--- config.mk ---
export PLATFORM = sky130hd
export DESIGN_NAME = psa_arbiter
export DESIGN_NICKNAME = d
export VERILOG_FILES = /design/src/rtl/psa_arb_pkg.sv /design/src/rtl/psa_arbiter_adder.sv /design/src/rtl/psa_arbiter.sv
export SDC_FILE = /design/constraint.sdc
export NUM_CORES = 1
export LEC_CHECK = 0
export BUFFER_PORTS_ARGS = -buffer_cell sky130_fd_sc_hd__buf_2
export CAP_MARGIN = 20
export CORE_MARGIN = 2
export CORE_UTILIZATION = 40
export DETAILED_ROUTE_END_ITERATION = 7
export PLACE_DENSITY = 0.74
export SYNTH_ARGS = -nofsm -noshare
export SYNTH_HDL_FRONTEND = slang
export SYNTH_HIERARCHICAL = 1
export SYNTH_SLANG_ARGS = --single-unit
--- constraint.sdc ---
create_clock -name clk -period 1.5 [get_ports clk]
set_clock_uncertainty 0.1 [all_clocks]
set_input_delay 0.15 -clock clk [delete_from_list [all_inputs] [get_ports clk]]
set_output_delay 0.15 -clock clk [all_outputs]
set_load 0.03 [all_outputs]
--- src/rtl/psa_arb_pkg.sv ---
// rtl/psa_arb_pkg.sv - shared types and constants for the PSA arbiter block
package psa_arb_pkg;

  localparam int DATA_W = 16;
  localparam int NIB_W  = 4;
  localparam int NIB_N  = DATA_W / NIB_W;

  typedef enum logic [1:0] {
    IDLE = 2'd0,
    EXEC = 2'd1,
    RESP = 2'd2
  } state_t;

  typedef logic req_id_t;

endpackage

--- src/rtl/psa_arbiter_adder.sv ---
// rtl/psa_arbiter_adder.sv - PSA_16bit partitioned adder: four independent nibble adds
module PSA_16bit
  import psa_arb_pkg::*;
(
  input  logic [DATA_W-1:0] a,
  input  logic [DATA_W-1:0] b,
  output logic [DATA_W-1:0] sum,
  output logic [NIB_N-2:0]  carry
);

  // Only the lower three nibbles expose a carry; the top nibble's carry
  // would fall off the 16-bit result anyway and is never observable.
  for (genvar k = 0; k < NIB_N; k++) begin : g_nib
    if (k < NIB_N - 1) begin : g_lo
      assign {carry[k], sum[k*NIB_W +: NIB_W]} =
        {1'b0, a[k*NIB_W +: NIB_W]} + {1'b0, b[k*NIB_W +: NIB_W]};
    end else begin : g_hi
      assign sum[k*NIB_W +: NIB_W] = a[k*NIB_W +: NIB_W] + b[k*NIB_W +: NIB_W];
    end
  end

endmodule

--- src/rtl/psa_arbiter.sv ---
// rtl/psa_arbiter.sv - two-requester arbiter around PSA_16bit; PSA_ARB_RR_EN selects round-robin
module psa_arbiter
  import psa_arb_pkg::*;
#(
  parameter int CNT_W = 8
) (
  input  logic              clk,
  input  logic              rst_n,
  input  logic              req0_valid,
  input  logic [15:0]       req0_a,
  input  logic [15:0]       req0_b,
  output logic              req0_ready,
  input  logic              req1_valid,
  input  logic [15:0]       req1_a,
  input  logic [15:0]       req1_b,
  output logic              req1_ready,
  output logic              rsp_valid,
  input  logic              rsp_ready,
  output logic              rsp_id,
  output logic [15:0]       rsp_sum,
  output logic              rsp_error,
  output logic [CNT_W-1:0]  op_cnt
);

  state_t              state;
  state_t              state_nxt;
  req_id_t             grant;
  logic                idle_ok;
  logic                xfer;
  logic                rsp_hs;
  logic [DATA_W-1:0]   op_a;
  logic [DATA_W-1:0]   op_b;
  logic [DATA_W-1:0]   psa_sum;
  logic [NIB_N-2:0]    psa_carry;

`ifdef PSA_ARB_RR_EN
  req_id_t last_served;

  // On a tie the requester not served last wins; a lone requester always wins.
  assign grant = (req0_valid && req1_valid) ? ~last_served : ~req0_valid;

  always_ff @(posedge clk) begin
    if (!rst_n) begin
      last_served <= 1'b1;
    end else if (xfer) begin
      last_served <= grant;
    end
  end
`else
  assign grant = ~req0_valid;
`endif

  // Gating on rst_n keeps both readys low for the whole reset, not just after it.
  assign idle_ok    = rst_n && (state == IDLE);
  assign req0_ready = idle_ok && req0_valid && !grant;
  assign req1_ready = idle_ok && req1_valid && grant;
  assign xfer       = (req0_valid && req0_ready) || (req1_valid && req1_ready);

  assign rsp_valid  = (state == RESP);
  assign rsp_hs     = rsp_valid && rsp_ready;

  always_comb begin
    state_nxt = state;
    unique case (state)
      IDLE:    if (xfer)   state_nxt = EXEC;
      EXEC:                state_nxt = RESP;
      RESP:    if (rsp_hs) state_nxt = IDLE;
      default:             state_nxt = IDLE;
    endcase
  end

  always_ff @(posedge clk) begin
    if (!rst_n) begin
      state <= IDLE;
    end else begin
      state <= state_nxt;
    end
  end

  PSA_16bit u_psa (
    .a     (op_a),
    .b     (op_b),
    .sum   (psa_sum),
    .carry (psa_carry)
  );

  always_ff @(posedge clk) begin
    if (!rst_n) begin
      op_a      <= '0;
      op_b      <= '0;
      rsp_id    <= 1'b0;
      rsp_sum   <= '0;
      rsp_error <= 1'b0;
      op_cnt    <= '0;
    end else begin
      if (xfer) begin
        op_a   <= grant ? req1_a : req0_a;
        op_b   <= grant ? req1_b : req0_b;
        rsp_id <= grant;
      end
      if (state == EXEC) begin
        rsp_sum   <= psa_sum;
        rsp_error <= |psa_carry;
      end
      if (rsp_hs) begin
        op_cnt <= op_cnt + CNT_W'(1);
      end
    end
  end

endmodule
==> impl_metrics.json <==
{
  "remaining_drc_errors": 0,
  "dp_cells": 529,
  "synth_xor_xnor_area_share": 0.0300,
  "seqPwrFrac": 0.417,
  "hold_viol_final": 0,
  "mostFrequentLayoutCell": "buf_2",
  "crit_chain": "nor3b_4 -> and3b_2 -> buf_6",
  "critPathSlowestCell": "dfxtp_2",
  "pin_count": 98,
  "synth_area_per_cell_um2": 9.62,
  "hp-class": "in -> reg",
  "finalMaxSlewViolations": 0,
  "critPathMaxFanout": 3,
  "clockRootBuffer": "clkbuf_8",
  "place_ws_ns": -0.0972,
  "start_kind": "flip-flop",
  "cap_violations": 0,
  "fillCellCount": 680,
  "die_area_um2": 8760,
  "grt.total_usage": 0.178,
  "hold_end": "op_cnt[7]",
  "arrival_ns": 1.30,
  "synth_nets": 423,
  "yosysSeqAreaShare": 0.374,
  "drive_gt1_frac": 0.494,
  "p_per_area_nw_per_um2": 1000,
  "clk_latency_ns": 0.34,
  "htree_levels": 3,
  "nets": 533,
  "reg2reg_from": "op_a[0]",
  "tritoncts": "built",
  "setup_viol": 2,
  "netlist_instances": 334,
  "worst_ir_drop_vdd_mv": 0.365,
  "power_switching_mw": 1.30,
  "place_congestion": 0.774,
  "synth-seq-cells": 60,
  "leakage_nw": 1.93,
  "synth_top_family_by_area": "compound AO/OA/AOI/OAI gates",
  "crit_buf_inv": 1,
  "cts_buffers": 9,
  "crit_type": "reg -> out",
  "initial_utilization": 0.413,
  "drtIter0Drc": 99,
  "cp.required_ns": 1.25,
  "rsz0062_at_grt": "true",
  "routed.top_layer": "met4",
  "hold_start": "rst_n",
  "num_vias": 2772,
  "grt_max_degree": 34,
  "violations": "setup timing",
  "dp_hpwl_um": 5640,
  "ys.flop_type": "dfxtp_1",
  "rows": 32,
  "ys_async_sr_fraction": 0,
  "synthSimpleGateAreaFrac": 0.101,
  "slew_headroom": 0.757,
  "gr-total-overflow": 0,
  "hold_depth": 3,
  "timing.fmax_mhz": 643,
  "end_kind": "output port",
  "rr_endpoint": "rsp_error",
  "regArea_um2": 1230,
  "finalInstanceArea_um2": 4360,
  "critical-path-top-delay-family": "simple AND/OR/NAND/NOR gates",
  "synth-edff-count": 0,
  "diodes": 0,
  "fin_crit_sh": 1.04,
  "clk_pin_slew_worst_paths_ns": 0.06,
  "multiInputGateArea_um2": 2000,
  "die_x_um": 93.6,
  "via_per_inst": 5.03,
  "met1_length_um": 3670,
  "status": "finished, violations left",
  "dr.pass1.iters": 4,
  "stdcell_count": 551,
  "grt_pass1_wl_um": 12300,
  "rrSetupSlack_ns": -0.03,
  "coreArea_um2": 7770,
  "wl_met3_um": 478,
  "muxShareOfSynthArea": 0.106,
  "setup_tns_ns": -0.0821,
  "syn_to_final_growth_pct": 35.7,
  "synthDistinctLibCells": 32,
  "first_global_vias": 2646,
  "synth_compound_area_frac": 0.242,
  "worst_r2r_path_depth": 8,
  "ys_warn_count": 6,
  "worst_pin_slew_ns": 0.362,
  "max-clock-path-buffers": 2,
  "met2_length_um": 3610,
  "synthAdderAreaFrac": 0.0873,
  "finalCriticalPeriod_ns": 1.55,
  "clockPowerShare": 0.335,
  "synth_area_um2": 3210,
  "setup_ws_ns": -0.0541,
  "wire_per_inst_um": 14.2,
  "p_comb_frac": 0.247,
  "routed_wl_um": 7830,
  "cts.sinks": 60,
  "p_int_mw": 3.08,
  "place_area_um2": 3880,
  "ant_nets": 0,
  "cp_slowest_stage_delay_ns": 0.34,
  "antenna_found_initial": 0,
  "final_cell_mix": "buf_2, a21oi_1, dfxtp_1",
  "p_sw_frac": 0.296,
  "port_buffers": 97,
  "die-height_um": 93.6
}
==> area by class of cell <==
type | instances | area share
multi-input cells | 235 | 0.459
flip-flops and latches | 60 | 0.282
well taps | 102 | 0.0293
clock buffers | 12 | 0.0356
repair buffers | 125 | 0.172
clock inverters | 4 | 0.0109
inverters | 13 | 0.0112
==> how the worst max path moves through the flow <==
stage                     startpoint         end  cells past startpoint
after floorplan            op_cnt[0]   op_cnt[6]                      4
after global placement       op_a[8]   rsp_error                      8
after detailed placement     op_a[8]   rsp_error                      8
after CTS                   state[0]  req1_ready                      3
after global routing         op_a[0]   rsp_error                      8
final                       state[0]  req1_ready                      3
==> state kept, by name (all words and copies together) (netlist names) <==
register   count
rsp_sum       16
state          2
rsp_error      1
op_b          16
op_a          16
op_cnt         8
rsp_id         1
==> worst reg2reg max path: cells and delay by family (launching register included) <==
family / cells / cell delay, ns
fa+ha+maj: 2 / 0.48
flops: 1 / 0.35
simple gates: 3 / 0.29
compound gates: 2 / 0.20
buf+inv: 1 / 0.05
==> cells by family (layout without fill, tap and decap cells) <==
family,count (synthesis),after routing
AO/OA/AOI/OAI,104,104
AND/OR/NAND/NOR,66,66
flip-flops,60,60
buffers and inverters,39,154
multiplexers,34,34
adder cells (fa/ha/maj),20,20
XOR/XNOR,11,11
==> metal layers <==
| layer | global-route usage | up-vias |
|---|---|---|
| met3 | 0.0467 | 5 |
| met2 | 0.278 | 80 |
| li1 | - | 1402 |
| met4 | 0.0543 | 0 |
| met5 | 0 | - |
| met1 | 0.242 | 1285 |
==> metrics by stage <==
stage	utilization	hold WS [ns]	power, mW
finish	0.561	0.0182	4.38
global route	0.561	0.0256	4.61
CTS	0.534	0.0115	4.32
detailed placement	0.500	0.347	2.82
global placement	0.500	0.342	2.80
floorplan	-	0.188	2.50
==> power by group through the flow <==
| stage | clock network (mW) | registers (mW) | logic, mW |
|---|---|---|---|
| after detailed placement | 0 | 1.84 | 0.984 |
| after global routing | 1.58 | 1.84 | 1.19 |
| after CTS | 1.50 | 1.81 | 1.01 |
| final | 1.47 | 1.83 | 1.08 |
| after floorplan | 0 | 1.89 | 0.604 |
| after global placement | 0 | 1.83 | 0.964 |
==> cell usage after synthesis (5+ instances only) <==
master	n	area (um2)
dfxtp_1	60	1200
a21oi_1	55	275
nand2_1	36	135
mux2i_1	34	340
a211oi_2	29	363
ha_1	16	200
clkbuf_1	15	56.3
inv_1	13	48.8
xnor2_1	7	61.3
buf_2	6	30.0
nand2b_1	6	37.5
o21ai_0	6	30.0
buf_6	5	56.3
nor2b_1	5	31.3
==> repair_timing <==
item / CTS / global route
pin swaps: 7 / 21
buffers inserted: 1 / 5
resized for setup: 21 / 41
hold buffers: 0 / 0
endpoints found under the setup margin: 6 / 29
(Power assumes the default switching activity.)
